### config.mk
export PLATFORM = sky130hd
export DESIGN_NAME = scope_trigger_capture
export DESIGN_NICKNAME = d
export VERILOG_FILES = /design/src/rtl/scope_trigger_capture.sv
export SDC_FILE = /design/constraint.sdc
export NUM_CORES = 2
export LEC_CHECK = 0
export BUFFER_PORTS_ARGS = -buffer_cell sky130_fd_sc_hd__buf_2
export CAP_MARGIN = 40
export CORE_MARGIN = 1.5
export CORE_UTILIZATION = 56
export DETAILED_ROUTE_END_ITERATION = 10
export PLACE_DENSITY = 0.69
export SLEW_MARGIN = 20
export SYNTH_ARGS = -nofsm -noshare
export SYNTH_HDL_FRONTEND = slang
export SYNTH_SLANG_ARGS = --single-unit
### constraint.sdc
create_clock -name clk -period 4.1 [get_ports clk]
set_clock_uncertainty 0.1 [all_clocks]
set_input_delay 0.41 -clock clk [delete_from_list [all_inputs] [get_ports clk]]
set_output_delay 0.41 -clock clk [all_outputs]
set_load 0.02 [all_outputs]
### src/rtl/scope_trigger_capture.sv
// Oscilloscope capture buffer: records ADC samples into a circular RAM, detects a
// level/slope or forced trigger and freezes a DEPTH-sample window with PRE_DEPTH pre-trigger samples.
module scope_trigger_capture #(
  parameter int DATA_W    = 8,
  parameter int ADDR_W    = 8,
  parameter int PRE_DEPTH = 64
) (
  input  logic              clk,
  input  logic              rst,
  input  logic              sample_en,
  input  logic [DATA_W-1:0] addata,
  input  logic [DATA_W-1:0] trig_level,
  input  logic              trig_slope,
  input  logic              arm,
  input  logic              force_trig,
  input  logic [ADDR_W-1:0] rd_addr,
  output logic [DATA_W-1:0] rd_data,
  output logic              busy,
  output logic              capture_done
);
  localparam int DEPTH    = 2**ADDR_W;
  localparam int POST_LEN = DEPTH - PRE_DEPTH - 1;
  localparam logic [ADDR_W-1:0] PRE_CNT  = ADDR_W'(PRE_DEPTH);
  localparam logic [ADDR_W-1:0] POST_CNT = ADDR_W'(POST_LEN);

  typedef enum logic [2:0] {IDLE, PRE_FILL, WAIT_TRIG, POST_FILL, DONE} state_t;

  state_t            state, state_n;
  logic [ADDR_W-1:0] wr_ptr, wr_ptr_n, cnt, cnt_n, cnt_inc, start_addr, start_n;
  logic [DATA_W-1:0] prev;
  logic              force_pend, force_pend_n, we, trig, rising, falling;
  logic [DATA_W-1:0] mem [DEPTH];

  assign cnt_inc = cnt + 1'b1;
  assign rising  = (prev < trig_level) && (addata >= trig_level);
  assign falling = (prev > trig_level) && (addata <= trig_level);
  assign trig    = (trig_slope ? falling : rising) || force_trig || force_pend;

  always_comb begin
    state_n      = state;
    wr_ptr_n     = wr_ptr;
    cnt_n        = cnt;
    start_n      = start_addr;
    force_pend_n = force_pend;
    we           = 1'b0;
    if (arm) begin
      // arm takes priority over a coincident sample, which is dropped
      state_n      = PRE_FILL;
      wr_ptr_n     = '0;
      cnt_n        = '0;
      force_pend_n = 1'b0;
    end else begin
      case (state)
        PRE_FILL: if (sample_en) begin
          we       = 1'b1;
          wr_ptr_n = wr_ptr + 1'b1;
          cnt_n    = cnt_inc;
          if (cnt_inc == PRE_CNT) begin
            state_n = WAIT_TRIG;
            cnt_n   = '0;
          end
        end
        WAIT_TRIG: begin
          if (sample_en) begin
            we       = 1'b1;
            wr_ptr_n = wr_ptr + 1'b1;
            if (trig) begin
              start_n      = wr_ptr - PRE_CNT;
              cnt_n        = '0;
              force_pend_n = 1'b0;
              // with PRE_DEPTH = DEPTH-1 the trigger sample completes the window
              state_n      = (POST_LEN == 0) ? DONE : POST_FILL;
            end
          end else if (force_trig) begin
            force_pend_n = 1'b1;
          end
        end
        POST_FILL: if (sample_en) begin
          we       = 1'b1;
          wr_ptr_n = wr_ptr + 1'b1;
          cnt_n    = cnt_inc;
          if (cnt_inc == POST_CNT) state_n = DONE;
        end
        default: ;
      endcase
    end
  end

  always_ff @(posedge clk) begin
    if (rst) begin
      state      <= IDLE;
      wr_ptr     <= '0;
      cnt        <= '0;
      start_addr <= '0;
      prev       <= '0;
      force_pend <= 1'b0;
      rd_data    <= '0;
    end else begin
      state      <= state_n;
      wr_ptr     <= wr_ptr_n;
      cnt        <= cnt_n;
      start_addr <= start_n;
      force_pend <= force_pend_n;
      if (we) prev <= addata;
      rd_data    <= mem[start_addr + rd_addr];
    end
  end

  // RAM array is never reset; read-first on address collision
  always_ff @(posedge clk) begin
    if (we) mem[wr_ptr] <= addata;
  end

  assign busy         = (state == PRE_FILL) || (state == WAIT_TRIG) || (state == POST_FILL);
  assign capture_done = (state == DONE);
endmodule

==> flow_summary.toml <==
[outcome]
status = "finished, final reports clean"

[yosys]
avgSynthCellArea_um2 = 20.13
yosysUniqueCellTypes = 62
synth_edf_count = 2048
synthFlopType = "edfxtp_1"
ys_seq_area_share_pct = 75.94
synth_nets = 4145
ys_ff_latch = 2092
synthArstFlopShare_pct = 0
syn_area_um2 = 82140
synth-warning-count = 0
synth_cells = 4081

[clock_network]
clockBufferDepth = 3
clkTransAtPathRegs_ns = 0.06
root_buffer = "clkbuf_16"
htree_levels = 4
numCtsBuffers = 204
cts_setup_buffers = 0
clock_latency_ns = 0.85
cts_tree = "built"
cts.sinks = 2092

[die]
die_y_um = 386.0
row_count = 140
die-area_um2 = 149000
io_pins = 40
die_w_um = 386.0
initial_core_util_pct = 56.43
core_um2 = 145600

[sta]
setup-tns-final_ns = 0
max_freq_mhz = 258.5
final-hold-violation-count = 0
setup_violations = 0
max-slew-margin-rel_pct = 38.35
rsz0062_at_grt = "no"
whs_ns = 0.2870
fin_crit_ns = 3.868
tightest_slew_ns = 0.9247
fin_crit_sh_pct = 94.34
drv_slew = 0

[power_and_ir_drop]
p_leak_nw = 30.56
peakVddDrop_mv = 0.4340
cellPowerDensity_nw_per_um2 = 464.0

[routing]
first_pass_iters = 5
vias = 42250
drt-initial-drc-count = 5107
wirelength_um = 200400
viasPerCell = 6.360
drc = 0
ant_nets = 0
wl_per_cell_um = 30.16

[worst_setup_path]
cp.arrival_ns = 4.44
criticalPathCategory = "reg2reg"
path_max_fanout = 19
start_kind = "flop"
cp.required_ns = 4.67
end_kind = "flop"

[min_path]
min_path_type = "in2reg"

[layout]
syn_to_final_growth_pct = 15.22
num-nets-final = 4621
layoutNonFillerInstCount = 6642
drive_gt1_share_pct = 28.97
nFillCells = 9429
num_antenna_cells = 0

[global_route]
grt_max_degree = 185
antenna_found_initial = 7
grt_pass1_vias = 42350
grt_pass1_wl_um = 289700
overflow = 0
track_usage_pct = 27.23

[place]
io_buffers = 39
gp_congestion = 0.8921
placed_cells = 6246
hpwl_um = 124000

[run]
drv_cap = 0
per-stage QoR:
| stage | power, mW | cell area [µm²] | setup slack, ns | utilization (%) |
|---|---|---|---|---|
| finish | 43.91 | 94650 | 0.2321 | 65.02 |
| global route | 45.04 | 94650 | 0.07935 | 65.02 |
| CTS | 44.12 | 94450 | 0.1923 | 64.88 |
| detailed placement | 26.11 | 87840 | -0.02561 | 60.34 |
| global placement | 26.07 | 87770 | 0.03333 | 60.29 |
| floorplan | 25.08 | 82140 | 0.8459 | - |
logic make-up (layout without fill, tap and decap cells):
group / after synthesis / count (layout) / share of synthesized area [%]
fa+ha+maj: 34 / 34 / 0.5270
xor+xnor: 13 / 13 / 0.1478
simple gates: 905 / 905 / 4.699
mux: 582 / 582 / 15.59
buf+inv: 253 / 896 / 1.418
compound gates: 202 / 203 / 1.679
flops: 2092 / 2092 / 75.94
registers in the layout (all words and copies together), names as in the netlist:
register    count
state           3
prev            8
force_pend      1
mem          2048
rd_data         8
wr_ptr          8
start_addr      8
cnt             8
Yosys cell counts, types with 8 or more instances:
cell | count | area, µm²
nor2_1 | 311 | 1167
buf_2 | 70 | 350.3
nand4_1 | 32 | 200.2
mux4_2 | 555 | 12500
edfxtp_1 | 2048 | 61500
a21oi_1 | 56 | 280.3
ha_1 | 33 | 412.9
nor2b_1 | 10 | 62.56
buf_1 | 28 | 105.1
buf_4 | 26 | 195.2
nor3_1 | 24 | 120.1
a211oi_1 | 9 | 67.56
inv_1 | 17 | 63.81
o21ai_0 | 32 | 160.2
clkbuf_1 | 108 | 405.4
mux2i_1 | 22 | 220.2
nand3_1 | 72 | 360.4
o211ai_1 | 9 | 67.56
and4_1 | 8 | 70.07
dfxtp_1 | 44 | 880.8
o22ai_1 | 8 | 50.05
nand2_1 | 380 | 1426
and3_1 | 44 | 275.3
a311oi_1 | 43 | 376.6
placed cells by master (no fill, tap or decap), types with 46 or more instances in the layout:
| master | n |
|---|---|
| mux4_2 | 555 |
| clkinv_1 | 46 |
| clkbuf_16 | 207 |
| edfxtp_1 | 2048 |
| buf_12 | 47 |
| clkbuf_1 | 52 |
| nand3_1 | 59 |
| nor2_1 | 308 |
| a21oi_1 | 55 |
| buf_4 | 399 |
| nand2_1 | 378 |
worst paths after layout:
path | start | endpoint | slack [ns] | cells after the start
max | start_addr[0] | rd_data[2] | 0.23 | 11
min reg2reg | prev[0] | prev[0] | 0.36 | 2
min | trig_slope | state[0] | 0.29 | 7
max reg2reg | start_addr[0] | rd_data[2] | 0.23 | 11
power breakdown:
group          switching, mW  internal [mW]  total, mW  leakage [nW]
combinational           1.35          0.848       2.20          8.67
clock                   7.86           10.4       18.2          3.14
sequential            0.0181           23.5       23.5          18.8
total                   9.23           34.7       43.9          30.6
repair_timing:
action                                 in CTS  in global routing
endpoints found under the hold margin     308                  0
hold buffers                               13                  0
setup endpoints to repair                   0                  2
resized for setup                           0                  4
final cells by class:
| type | count | area (µm²) | area share (%) |
|---|---|---|---|
| Clock inverter | 114 | 1092 | 1.154 |
| Tap cell | 1917 | 2399 | 2.534 |
| Multi-Input combinational cell | 1737 | 18790 | 19.85 |
| Clock buffer | 260 | 5389 | 5.694 |
| Inverter | 17 | 63.81 | 0.06742 |
| Timing Repair Buffer | 505 | 4533 | 4.790 |
| Sequential cell | 2092 | 62380 | 65.91 |
layer usage:
| metal | vias up | track usage [%] | wire length (µm) | share of wire, % |
|---|---|---|---|---|
| met5 | - | 0 | 39 | 0.019 |
| li1 | 17630 | - | - | - |
| met3 | 375 | 5.453 | 19450 | 9.7 |
| met2 | 2192 | 42.06 | 95730 | 48 |
| met4 | 6 | 9.346 | 6893 | 3.4 |
| met1 | 22040 | 39.36 | 78240 | 39 |
critical path: stages, from the launching register on:
cell	delay [ns]
dfxtp_1	0.33
ha_4	0.17
fa_4	0.83
buf_12	0.22
buf_4	0.25
mux4_2	0.37
nand2_1	0.10
nand2_1	0.08
o2111ai_1	0.54
o21ai_1	0.35
a21oi_1	0.24
nand3_1	0.10
Note: power is estimated with default switching activity, not from simulation.
